<file path="config.mk">
export PLATFORM = sky130hd
export DESIGN_NAME = serial_add_ctrl
export DESIGN_NICKNAME = d
export VERILOG_FILES = /design/src/rtl/serial_add_pkg.sv /design/src/rtl/serial_add_add8.sv /design/src/rtl/serial_add_ctrl.sv
export SDC_FILE = /design/constraint.sdc
export NUM_CORES = 1
export LEC_CHECK = 0
export ABC_AREA = 1
export BUFFER_PORTS_ARGS = -buffer_cell sky130_fd_sc_hd__buf_2
export CORE_MARGIN = 1.5
export CORE_UTILIZATION = 54
export DETAILED_ROUTE_END_ITERATION = 10
export GPL_ROUTABILITY_DRIVEN = 0
export GPL_TIMING_DRIVEN = 0
export PLACE_DENSITY = 0.79
export SKIP_LAST_GASP = 1
export SYNTH_ARGS = -nofsm -noshare
export SYNTH_HDL_FRONTEND = slang
export SYNTH_SLANG_ARGS = --single-unit
</file>
<file path="constraint.sdc">
create_clock -name clk -period 5.1 [get_ports clk]
set_clock_uncertainty 0.15 [all_clocks]
set_input_delay 0.255 -clock clk [delete_from_list [all_inputs] [get_ports clk]]
set_output_delay 0.255 -clock clk [all_outputs]
set_load 0.01 [all_outputs]
</file>
<file path="src/rtl/serial_add_pkg.sv">
// serial_add_pkg: shared types and constants for the byte-serial adder.
//   state_e    : sequencer states IDLE / RUN / DONE
//   BYTE_W     : width of the shared adder slice
//   idx_width(): byte-index width for a given operand size (at least 1 bit)
package serial_add_pkg;

  typedef enum logic [1:0] {
    IDLE = 2'd0,
    RUN  = 2'd1,
    DONE = 2'd2
  } state_e;

  localparam int BYTE_W = 8;

  function automatic int idx_width(input int nbytes);
    return (nbytes > 1) ? $clog2(nbytes) : 1;
  endfunction

endpackage

</file>
<file path="src/rtl/serial_add_add8.sv">
// add8: combinational 8-bit ripple adder built from full-adder cells.
// Ports:
//   x, y : byte operands
//   ci   : carry in
//   res  : {carry_out, sum[7:0]}
module add8
  import serial_add_pkg::*;
(
  input  logic [BYTE_W-1:0] x,
  input  logic [BYTE_W-1:0] y,
  input  logic              ci,
  output logic [BYTE_W:0]   res
);

  logic [BYTE_W:0] c;

  assign c[0] = ci;

  for (genvar i = 0; i < BYTE_W; i++) begin : g_fa
    assign res[i]   = x[i] ^ y[i] ^ c[i];
    assign c[i+1]   = (x[i] & y[i]) | (c[i] & (x[i] ^ y[i]));
  end

  assign res[BYTE_W] = c[BYTE_W];

endmodule

</file>
<file path="src/rtl/serial_add_ctrl.sv">
// serial_add_ctrl: wide adder sequenced through one shared 8-bit slice,
// least-significant byte first, one byte per clock.
// Optional feature macro: SERIAL_ADD_SUB_EN (adds the sub port, a - b mode).
// Ports:
//   clk, rst                 : clock, async active-high reset
//   start_valid/start_ready  : request handshake (ready only in IDLE)
//   a, b, c_in               : operands / carry-in, captured on acceptance
//   sub                      : subtract select (only with SERIAL_ADD_SUB_EN)
//   done_valid/done_ready    : result handshake
//   sum, c_out               : registered result and final carry
//   busy                     : sequencer not idle
module serial_add_ctrl
  import serial_add_pkg::*;
#(
  parameter int NBYTES = 4,
  parameter int W      = 8 * NBYTES
) (
  input  logic         clk,
  input  logic         rst,
  input  logic         start_valid,
  output logic         start_ready,
  input  logic [W-1:0] a,
  input  logic [W-1:0] b,
  input  logic         c_in,
`ifdef SERIAL_ADD_SUB_EN
  input  logic         sub,
`endif
  output logic         done_valid,
  input  logic         done_ready,
  output logic [W-1:0] sum,
  output logic         c_out,
  output logic         busy
);

  localparam int IDX_W = idx_width(NBYTES);
  localparam logic [IDX_W-1:0] LAST_IDX = IDX_W'(NBYTES - 1);

  state_e           state_q, state_d;
  logic [IDX_W-1:0] idx_q, idx_d;
  logic             carry_q, carry_d;
  logic [W-1:0]     a_q, a_d;
  logic [W-1:0]     b_q, b_d;
  logic [W-1:0]     sum_q, sum_d;
  logic             c_out_q, c_out_d;
  logic             done_valid_q, done_valid_d;
`ifdef SERIAL_ADD_SUB_EN
  logic             sub_q, sub_d;
`endif

  logic [BYTE_W-1:0] a_byte, b_byte;
  logic [BYTE_W:0]   slice_res;

  // Byte mux feeding the shared slice; idx never exceeds NBYTES-1.
  always_comb begin
    a_byte = a_q[BYTE_W*int'(idx_q) +: BYTE_W];
    b_byte = b_q[BYTE_W*int'(idx_q) +: BYTE_W];
`ifdef SERIAL_ADD_SUB_EN
    // a - b = a + ~b + 1; the +1 comes from the seeded carry.
    b_byte = b_byte ^ {BYTE_W{sub_q}};
`endif
  end

  add8 u_add8 (
    .x   (a_byte),
    .y   (b_byte),
    .ci  (carry_q),
    .res (slice_res)
  );

  always_comb begin
    state_d      = state_q;
    idx_d        = idx_q;
    carry_d      = carry_q;
    a_d          = a_q;
    b_d          = b_q;
    sum_d        = sum_q;
    c_out_d      = c_out_q;
    done_valid_d = done_valid_q;
`ifdef SERIAL_ADD_SUB_EN
    sub_d        = sub_q;
`endif

    case (state_q)
      IDLE: begin
        if (start_valid) begin
          a_d     = a;
          b_d     = b;
          carry_d = c_in;
          idx_d   = '0;
          state_d = RUN;
`ifdef SERIAL_ADD_SUB_EN
          sub_d   = sub;
          if (sub) carry_d = 1'b1;
`endif
        end
      end
      RUN: begin
        sum_d[BYTE_W*int'(idx_q) +: BYTE_W] = slice_res[BYTE_W-1:0];
        carry_d = slice_res[BYTE_W];
        idx_d   = idx_q + 1'b1;
        if (idx_q == LAST_IDX) begin
          c_out_d      = slice_res[BYTE_W];
          done_valid_d = 1'b1;
          idx_d        = '0;
          state_d      = DONE;
        end
      end
      DONE: begin
        if (done_ready) begin
          done_valid_d = 1'b0;
          state_d      = IDLE;
        end
      end
      default: begin
        done_valid_d = 1'b0;
        state_d      = IDLE;
      end
    endcase
  end

  always_ff @(posedge clk or posedge rst) begin
    if (rst) begin
      state_q      <= IDLE;
      idx_q        <= '0;
      carry_q      <= 1'b0;
      a_q          <= '0;
      b_q          <= '0;
      sum_q        <= '0;
      c_out_q      <= 1'b0;
      done_valid_q <= 1'b0;
`ifdef SERIAL_ADD_SUB_EN
      sub_q        <= 1'b0;
`endif
    end else begin
      state_q      <= state_d;
      idx_q        <= idx_d;
      carry_q      <= carry_d;
      a_q          <= a_d;
      b_q          <= b_d;
      sum_q        <= sum_d;
      c_out_q      <= c_out_d;
      done_valid_q <= done_valid_d;
`ifdef SERIAL_ADD_SUB_EN
      sub_q        <= sub_d;
`endif
    end
  end

  assign start_ready = (state_q == IDLE);
  assign busy        = (state_q != IDLE);
  assign done_valid  = done_valid_q;
  assign sum         = sum_q;
  assign c_out       = c_out_q;

endmodule

</file>
==> impl_summary.log, run 1 <==
[metrics] beginning of the worst hold path: done_ready
[metrics] syn_area_per_cell: 8.078 um^2
[metrics] Max VDD drop: 0.3174 mV
[metrics] cell count of the worst hold path: 4
[metrics] cell breakdown of the critical path: clkbuf_4 > buf_2 > nand2_1 > nand3_1 > nand2_1 > fa_1 > fa_1 > fa_1 > fa_1 > fa_1 > fa_1 > inv_1 > fa_1 > fa_1 > inv_1 > nor2_1 > nand2_1 > o21ai_0
[metrics] crit end category: flip-flop
[metrics] clock tree from TritonCTS: done
[metrics] highest-delay cell along the critical path: sky130_fd_sc_hd__dfrtp_1
[metrics] H-tree level count: 3
[metrics] max frequency: 204.3 MHz
[metrics] number of enable-type register cells in the synthesized netlist: 0
[metrics] crit path time final: 4894 ps
[metrics] unrepaired setup endpoints after global routing: false
[metrics] TritonCTS Sinks: 103
[metrics] DRC errors left: 0
[metrics] number of global-route vias before repair: 4576
[metrics] final-report hold violation count: 0
[metrics] First DRT Iteration DRCs: 274
[metrics] number of different library cells in the post-synthesis netlist: 23
[metrics] Net Count, Synth: 679
[metrics] Detailed Routing Iterations Pass 1: 5
[metrics] number of antenna violations at the first check in global routing: 0
[metrics] result of the run: completed
[metrics] clock-pin transition on the worst setup and hold timing paths: 100 ps
[metrics] insertion delay of the later-clocked pin in the worst-skew pair: 380 ps
[metrics] Num CTS Buffers: 9
[metrics] sum of routed wire length over all layers: 12940 um
[metrics] number of placed cells counting well taps: 809
[metrics] maximum number of pins on one net before global-route repair: 64
[metrics] number of ports placed on the die boundary: 105
[metrics] max_slew headroom: 0.4955
[metrics] Worst Tran Pin Value: 756.8 ps
[metrics] most common cell in the synthesized netlist: sky130_fd_sc_hd__nand2_1
[metrics] first-pass GRT wire length: 21290 um
[metrics] Net Switching: 0.001836 W
[metrics] sequential cell fraction of total power: 0.337
[metrics] largest fanout on the critical path: 10
[metrics] flip-flop and latch count after synthesis: 103
[metrics] number of nets at the end of the flow: 862
[metrics] nature of the critical path startpoint: flip-flop
[metrics] relative area change from synthesis to final layout: 32.87%
[metrics] reported leakage power: 3.460 nW
[metrics] portion of synthesized cell area occupied by the leading cell type: 0.5353
[metrics] final cycle utilization of the critical path: 0.9596
[metrics] CP Launch Point: idx_q[0]$_DFFE_PP0P_
[metrics] final standard cell count with taps included and fillers excluded: 892
[metrics] most numerous cell types in the synthesized netlist: 314 x sky130_fd_sc_hd__nand2_1, 103 x sky130_fd_sc_hd__dfrtp_1, 38 x sky130_fd_sc_hd__nand3_1
[metrics] maximum cell stage delay along the critical path: 470 ps
[metrics] fraction of power consumed by combinational cells: 0.523
[metrics] Hold Path Class: in2reg
[metrics] Most common cell on crit path: sky130_fd_sc_hd__fa_1
[metrics] global route total overflow: 0
[metrics] Std-Cell Core Area: 0.008678 mm^2
[metrics] x dimension of the die: 97.43 um
[metrics] fraction of final layout cells sized beyond drive strength 1: 0.2003
[metrics] number of cell instances on the worst register-to-register path: 18
[metrics] max-cap viol count: 0
[metrics] sequential element share of the synthesized area: 0.5353
[metrics] Clock power frac: 0.140
[metrics] required time reported for the critical path endpoint: 5220 ps
[metrics] cells taking the most area after synthesis: sky130_fd_sc_hd__dfrtp_1 54%, sky130_fd_sc_hd__nand2_1 24%, sky130_fd_sc_hd__nand3_1 4.0%
[metrics] average routed wire per standard cell: 14.50 um
[metrics] endpoints failing setup: 0
[metrics] met3 wirelength from detailed routing: 789 um
[metrics] leading area contributor after synthesis: sky130_fd_sc_hd__dfrtp_1
[metrics] starting density of the core: 0.5548
[metrics] die area: 0.009492 mm^2
[metrics] cell area after technology mapping: 0.004815 mm^2
[metrics] top layer in use: met4
[metrics] number of warnings printed during yosys synthesis: 0
[metrics] antenna fix cells: 0
[metrics] GRT Overall Usage: 0.2831
[metrics] detailed route wirelength on metal2: 6207 um
[metrics] total count of max-transition violations in the final report: 0
[metrics] critical path class: reg2reg
[metrics] reg-to-reg startpoint: idx_q[0]$_DFFE_PP0P_
[metrics] hold_ws: 16.48 ps
[metrics] vertical die dimension: 97.43 um
[metrics] worst endpoint data arrival time: 5010 ps
[metrics] Core Rows: 34
[metrics] gate family responsible for the most delay along the worst path: adder cells
[metrics] Endpoint, Worst Hold: state_q[1]$_DFFE_PP0P_
[metrics] net switching share of the total power: 0.4544
[metrics] P_int: 0.002204 W
[metrics] async set or reset register ratio after synthesis: 1.000
[metrics] Buffers on Ports: 104
[metrics] capture instance of the worst register-to-register path: sum[31]$_DFFE_PP0P_
[metrics] count of mapped cells out of synthesis: 596
[metrics] Longest Clk Path Bufs: 2
[metrics] post-detailed-route via-to-cell ratio: 5.161
[metrics] clock root buffer master: sky130_fd_sc_hd__clkbuf_8
[metrics] leading register cell type out of synthesis: sky130_fd_sc_hd__dfrtp_1
[metrics] power density over cell area: 631.5 mW/mm^2
[metrics] internal reg-to-reg setup slack: 210 ps
[metrics] count of antenna-violating nets left after detailed routing: 0
[metrics] placed wire-length estimate after detailed placement: 8565 um
[metrics] via count of the routed design: 4604
[metrics] Post-Route M1 WL: 5578 um
[metrics] total buffers and inverters traversed by the critical path: 4
-- stage by stage --
stage	TNS (ps)	instance area [um^2]	total power, W	setup slack [ps]	util
floorplan	0	4815	0.002737	472.1	-
global placement	-174.7	5470	0.003313	-76.15	0.6303
detailed placement	-227.1	5493	0.003371	-101.1	0.6329
CTS	0	6370	0.003987	44.12	0.7340
global route	0	6397	0.004371	4.084	0.7372
finish	0	6397	0.004040	206.0	0.7372
-- worst reg2reg max path: stages, from the launching register on --
cell and delay (ps):
sky130_fd_sc_hd__dfrtp_1 470, sky130_fd_sc_hd__clkbuf_4 250, sky130_fd_sc_hd__buf_2 280, sky130_fd_sc_hd__nand2_1 90, sky130_fd_sc_hd__nand3_1 80, sky130_fd_sc_hd__nand2_1 80
sky130_fd_sc_hd__fa_1 410, sky130_fd_sc_hd__fa_1 390, sky130_fd_sc_hd__fa_1 390, sky130_fd_sc_hd__fa_1 390, sky130_fd_sc_hd__fa_1 400, sky130_fd_sc_hd__fa_1 390
sky130_fd_sc_hd__inv_1 90, sky130_fd_sc_hd__fa_1 190, sky130_fd_sc_hd__fa_1 450, sky130_fd_sc_hd__inv_1 90, sky130_fd_sc_hd__nor2_1 50, sky130_fd_sc_hd__nand2_1 80
sky130_fd_sc_hd__o21ai_0 80
-- repair_timing --
item | 4_1_cts | 5_1_grt
hold endpoints to repair | 127 | 0
setup buffers | 0 | 2
setup endpoints to repair | 5 | 7
hold buffers | 66 | 0
gates resized for setup | 0 | 8
-- state kept, by name (all words and copies together) (netlist names) --
register    flops
done_valid      1
idx_q           2
b_q            32
c_out           1
sum            32
carry_q         1
a_q            32
state_q         2
-- area by class of cell --
class | count | area, um^2
multi-input combinational | 441 | 1997
clock inverter | 6 | 92.59
clock buffer | 10 | 127.6
sequential | 103 | 2577
buffer | 26 | 151.4
fill | 659 | 2281
inverter | 25 | 100.1
tap | 108 | 135.1
timing repair buffer | 173 | 1216
-- metal layers --
| layer | GRT usage | vias to the layer above |
|---|---|---|
| li1 | - | 2219 |
| met1 | 0.3683 | 2155 |
| met2 | 0.4717 | 195 |
| met3 | 0.04748 | 35 |
| met4 | 0.1187 | 0 |
| met5 | 0 | - |
-- how the worst max path moves through the flow --
stage / endpoint / slack (ps) / cells past startpoint
floorplan: sum[31]$_DFFE_PP0P_ / 470 / 19
global placement: sum[31]$_DFFE_PP0P_ / -80 / 19
detailed placement: sum[31]$_DFFE_PP0P_ / -100 / 19
CTS: sum[31]$_DFFE_PP0P_ / 40 / 18
global route: sum[31]$_DFFE_PP0P_ / 4 / 18
finish: sum[31]$_DFFE_PP0P_ / 210 / 18
-- cells in the final DEF, fill, tap and decap left out, types with 2 or more instances in the layout --
master and count:
sky130_fd_sc_hd__dlygate4sd3_1 66, sky130_fd_sc_hd__clkinvlp_4 3, sky130_fd_sc_hd__buf_6 3, sky130_fd_sc_hd__o211ai_1 2
sky130_fd_sc_hd__nor2_1 22, sky130_fd_sc_hd__nand3_1 38, sky130_fd_sc_hd__bufinv_16 2, sky130_fd_sc_hd__clkbuf_4 2
sky130_fd_sc_hd__clkbuf_8 9, sky130_fd_sc_hd__buf_4 2, sky130_fd_sc_hd__o21ai_0 23, sky130_fd_sc_hd__nand2_1 314
sky130_fd_sc_hd__a21oi_1 5, sky130_fd_sc_hd__fa_1 8, sky130_fd_sc_hd__ha_1 6, sky130_fd_sc_hd__dfrtp_1 103
sky130_fd_sc_hd__clkbuf_2 3, sky130_fd_sc_hd__inv_2 2, sky130_fd_sc_hd__clkbuf_1 3, sky130_fd_sc_hd__inv_1 21
sky130_fd_sc_hd__o21ai_1 16, sky130_fd_sc_hd__buf_2 120, sky130_fd_sc_hd__nand3_2 2
-- kinds of logic after synthesis --
logic type	after synthesis	synth area share
adders and majority gates	14	0.04886
and+or+nand+nor	381	0.3170
DFF	103	0.5353
AOI/OAI and AO/OA	46	0.04886
buffers and inverters	52	0.04990
-- power by group through the flow --
stage	logic [W]	clock network [W]	registers [W]
global placement	0.00195	0	0.00136
floorplan	0.00138	0	0.00136
global route	0.00236	0.000607	0.00140
finish	0.00211	0.000566	0.00136
CTS	0.00206	0.000569	0.00136
detailed placement	0.00200	0	0.00137
Note: power is estimated with default switching activity, not from simulation.
==> run 2: changes to the inputs <==
--- a/config.mk
+++ b/config.mk
@@ -5,14 +5,13 @@
 export SDC_FILE = /design/constraint.sdc
 export NUM_CORES = 1
 export LEC_CHECK = 0
-export ABC_AREA = 1
 export BUFFER_PORTS_ARGS = -buffer_cell sky130_fd_sc_hd__buf_2
 export CORE_MARGIN = 1.5
-export CORE_UTILIZATION = 54
+export CORE_UTILIZATION = 55
 export DETAILED_ROUTE_END_ITERATION = 10
 export GPL_ROUTABILITY_DRIVEN = 0
 export GPL_TIMING_DRIVEN = 0
-export PLACE_DENSITY = 0.79
+export PLACE_DENSITY_LB_ADDON = 0.1
 export SKIP_LAST_GASP = 1
 export SYNTH_ARGS = -nofsm -noshare
 export SYNTH_HDL_FRONTEND = slang
==> impl_summary.log, run 2 <==
[metrics] result of the run: completed
[metrics] worst endpoint data arrival time: 5060 ps (+50 ps)
[metrics] Net Count, Synth: 414 (-39%)
[metrics] vertical die dimension: 99.72 um (+2.4%)
[metrics] starting density of the core: 0.5621 (+0.007346)
[metrics] syn_area_per_cell: 15.54 um^2 (+92%)
[metrics] placed wire-length estimate after detailed placement: 7738 um (-9.7%)
[metrics] number of warnings printed during yosys synthesis: 0 (unchanged)
[metrics] cells taking the most area after synthesis: sky130_fd_sc_hd__dfrtp_1 50%, sky130_fd_sc_hd__mux2_4 18%, sky130_fd_sc_hd__mux4_2 7.0%
[metrics] Filler cells: 618 (-6.2%)
[metrics] unrepaired setup endpoints after global routing: false
[metrics] fraction of power consumed by combinational cells: 0.580 (+0.057)
[metrics] max frequency: 202.9 MHz (-0.68%)
[metrics] number of nets at the end of the flow: 597 (-31%)
[metrics] worst setup slack after placement: -145.3 ps (-44.15 ps)
[metrics] cell area after technology mapping: 0.005145 mm^2 (+6.9%)
[metrics] nature of the critical path startpoint: flip-flop
[metrics] Detailed Routing Iterations Pass 1: 4 (-1)
[metrics] final standard cell count with taps included and fillers excluded: 630 (-29%)
[metrics] reg-to-reg startpoint: idx_q[1]$_DFFE_PP0P_
[metrics] sequential cell fraction of total power: 0.301 (-0.036)
[metrics] number of placed cells counting well taps: 547 (-32%)
[metrics] Buffers on Ports: 104 (unchanged)
[metrics] hold_ws: 168.3 ps (+151.8 ps)
[metrics] crit end category: flip-flop
[metrics] number of ports placed on the die boundary: 105 (unchanged)
[metrics] required time reported for the critical path endpoint: 5230 ps (about the same)
[metrics] First DRT Iteration DRCs: 142 (-48%)
[metrics] sum of routed wire length over all layers: 11800 um (-8.8%)
[metrics] Max VDD drop: 0.4959 mV (+56%)
[metrics] power density over cell area: 690.2 mW/mm^2 (+9.3%)
[metrics] clock tree from TritonCTS: done
[metrics] leading area contributor after synthesis: sky130_fd_sc_hd__dfrtp_1
[metrics] Core Rows: 35 (+2.9%)
[metrics] internal reg-to-reg setup slack: 170 ps (-30 ps)
[metrics] number of cell instances on the worst register-to-register path: 15 (-3)
[metrics] via count of the routed design: 3489 (-24%)
[metrics] final-report hold violation count: 0 (unchanged)
[metrics] CP Capture Point: sum[31]$_DFFE_PP0P_
[metrics] post-detailed-route via-to-cell ratio: 5.538 (+7.3%)
[metrics] number of antenna violations at the first check in global routing: 0 (unchanged)
[metrics] x dimension of the die: 99.72 um (+2.4%)
[metrics] Num CTS Buffers: 9 (unchanged)
[metrics] flip-flop and latch count after synthesis: 103 (unchanged)
[metrics] portion of synthesized cell area occupied by the leading cell type: 0.5010 (-0.03437)
[metrics] endpoints failing setup: 0 (unchanged)
[metrics] max_slew headroom: 0.6161 (+0.1206)
[metrics] net switching share of the total power: 0.3978 (-0.05663)
[metrics] Net Switching: 0.001850 W (+0.76%)
[metrics] number of different library cells in the post-synthesis netlist: 37 (+61%)
[metrics] maximum number of pins on one net before global-route repair: 61 (-4.7%)
[metrics] Std-Cell Core Area: 0.009153 mm^2 (+5.5%)
[metrics] capture instance of the worst register-to-register path: sum[31]$_DFFE_PP0P_
[metrics] async set or reset register ratio after synthesis: 1.000 (unchanged)
[metrics] Worst Tran Pin Value: 575.8 ps (-181.0 ps)
[metrics] average routed wire per standard cell: 18.73 um (+29%)
[metrics] insertion delay of the later-clocked pin in the worst-skew pair: 380 ps (about the same)
[metrics] TritonCTS Sinks: 103 (unchanged)
[metrics] top library cells by usage in the layout, fill and taps aside: 108 x sky130_fd_sc_hd__buf_2, 102 x sky130_fd_sc_hd__dfrtp_1, 67 x sky130_fd_sc_hd__dlygate4sd3_1
[metrics] max-cap viol count: 0 (unchanged)
[metrics] largest fanout on the critical path: 10 (unchanged)
[metrics] fraction of final layout cells sized beyond drive strength 1: 0.4528 (+0.2525)
[metrics] CP Launch Point: idx_q[1]$_DFFE_PP0P_
[metrics] GRT Overall Usage: 0.2530 (-0.03009)
[metrics] TNS Setup: 0 ps (unchanged)
[metrics] DRC errors left: 0 (unchanged)
[metrics] Clock power frac: 0.118 (-0.022)
[metrics] leading register cell type out of synthesis: sky130_fd_sc_hd__dfrtp_1
[metrics] commonest non-fill, non-tap cell in the layout: sky130_fd_sc_hd__buf_2
[metrics] number of global-route vias before repair: 3643 (-20%)
[metrics] count of antenna-violating nets left after detailed routing: 0 (unchanged)
[metrics] most common cell in the synthesized netlist: sky130_fd_sc_hd__dfrtp_1
[metrics] Hold Path Class: in2reg
[metrics] critical path class: reg2reg
[metrics] worst path setup slack after routing: 172.5 ps (-33.51 ps)
[metrics] final cycle utilization of the critical path: 0.9662 (+0.006571)
[metrics] most numerous cell types in the synthesized netlist: 103 x sky130_fd_sc_hd__dfrtp_1, 60 x sky130_fd_sc_hd__mux2_4, 24 x sky130_fd_sc_hd__inv_1
[metrics] relative area change from synthesis to final layout: 30.96%
[metrics] count of mapped cells out of synthesis: 331 (-44%)
[metrics] number of enable-type register cells in the synthesized netlist: 0 (unchanged)
[metrics] total count of max-transition violations in the final report: 0 (unchanged)
[metrics] crit path time final: 4928 ps (+33.51 ps)
[metrics] die area: 0.009944 mm^2 (+4.8%)
[metrics] clock root buffer master: sky130_fd_sc_hd__clkbuf_8
[metrics] P_int: 0.002800 W (+27%)
[metrics] sequential element share of the synthesized area: 0.5010 (-0.03437)
[metrics] antenna fix cells: 0 (unchanged)
[metrics] H-tree level count: 3 (unchanged)
[metrics] Longest Clk Path Bufs: 2 (unchanged)
[metrics] reported leakage power: 3.225 nW (-6.8%)
[metrics] clock-pin transition on the worst setup and hold timing paths: 120 ps (+20 ps)
[metrics] global route total overflow: 0 (unchanged)
[metrics] first-pass GRT wire length: 18930 um (-11%)
run 2: critical path, cell delays in order, from the launching register on:
cell and delay, ps:
sky130_fd_sc_hd__dfrtp_2 460, sky130_fd_sc_hd__buf_6 170, sky130_fd_sc_hd__buf_4 200, sky130_fd_sc_hd__mux4_2 240, sky130_fd_sc_hd__inv_1 60, sky130_fd_sc_hd__fa_1 370
sky130_fd_sc_hd__fa_1 390, sky130_fd_sc_hd__fa_1 390, sky130_fd_sc_hd__fa_1 390, sky130_fd_sc_hd__fa_1 400, sky130_fd_sc_hd__fa_1 370, sky130_fd_sc_hd__inv_1 80
sky130_fd_sc_hd__fa_1 200, sky130_fd_sc_hd__fa_1 500, sky130_fd_sc_hd__nor4bb_1 190, sky130_fd_sc_hd__mux2_2 280
run 2: cells by family after synthesis:
kind of cell,share of synthesized area
compound gates,0.05496
fa+ha+maj,0.04572
buf+inv,0.05983
flops,0.5010
mux,0.2758
simple gates,0.06274
run 2: metrics by stage:
stage               area (um^2)    util  power [W]
floorplan                  5145       -   0.003238
global placement           5804  0.6342   0.003978
detailed placement         5834  0.6375   0.004038
CTS                        6726  0.7349   0.004639
global route               6738  0.7362   0.004914
finish                     6738  0.7362   0.004650
run 2: area by class of cell:
class	instances	area, um^2	area share
inverter	24	92.59	0.01374
sequential	103	2579	0.3827
multi-input combinational	180	2260	0.3354
buffer	24	234.0	0.03473
clock inverter	7	91.34	0.01356
timing repair buffer	172	1219	0.1809
tap	111	138.9	0.02061
clock buffer	9	123.9	0.01838
run 2: routing by layer:
metal	up-vias	share of wire	track usage
met3	26	0.039	0.04427
met1	1767	0.43	0.3314
met5	-	0	0
met2	116	0.51	0.4307
met4	0	0.021	0.08126
li1	1580	-	-
run 2: power by group through the flow:
stage	registers (W)	clock network, W	logic (W)
after CTS	0.00139	0.000559	0.00269
after floorplan	0.00138	0	0.00186
after detailed placement	0.00141	0	0.00263
after global placement	0.00139	0	0.00259
final	0.00140	0.000551	0.00270
after global routing	0.00144	0.000590	0.00288
run 2: timing repair:
item                                   CTS  global route
setup endpoints to repair                3             3
gates resized for setup                  3             4
endpoints found under the hold margin  109             0
hold buffers                            67             0
setup buffers                            0             0
pin swaps                                0             0
run 2: how the worst min path moves through the flow:
stage | from | endpoint | slack (ps) | depth (start not counted)
2_1_floorplan | done_ready | state_q[1]$_DFFE_PP0P_ | 190 | 1
3_3_place_gp | done_ready | state_q[1]$_DFFE_PP0P_ | 300 | 2
3_5_place_dp | rst | state_q[1]$_DFFE_PP0P_ | 210 | 2
4_1_cts | c_in | carry_q$_DFFE_PP0P_ | 190 | 3
5_1_grt | c_in | carry_q$_DFFE_PP0P_ | 230 | 3
6_report | c_in | carry_q$_DFFE_PP0P_ | 170 | 3
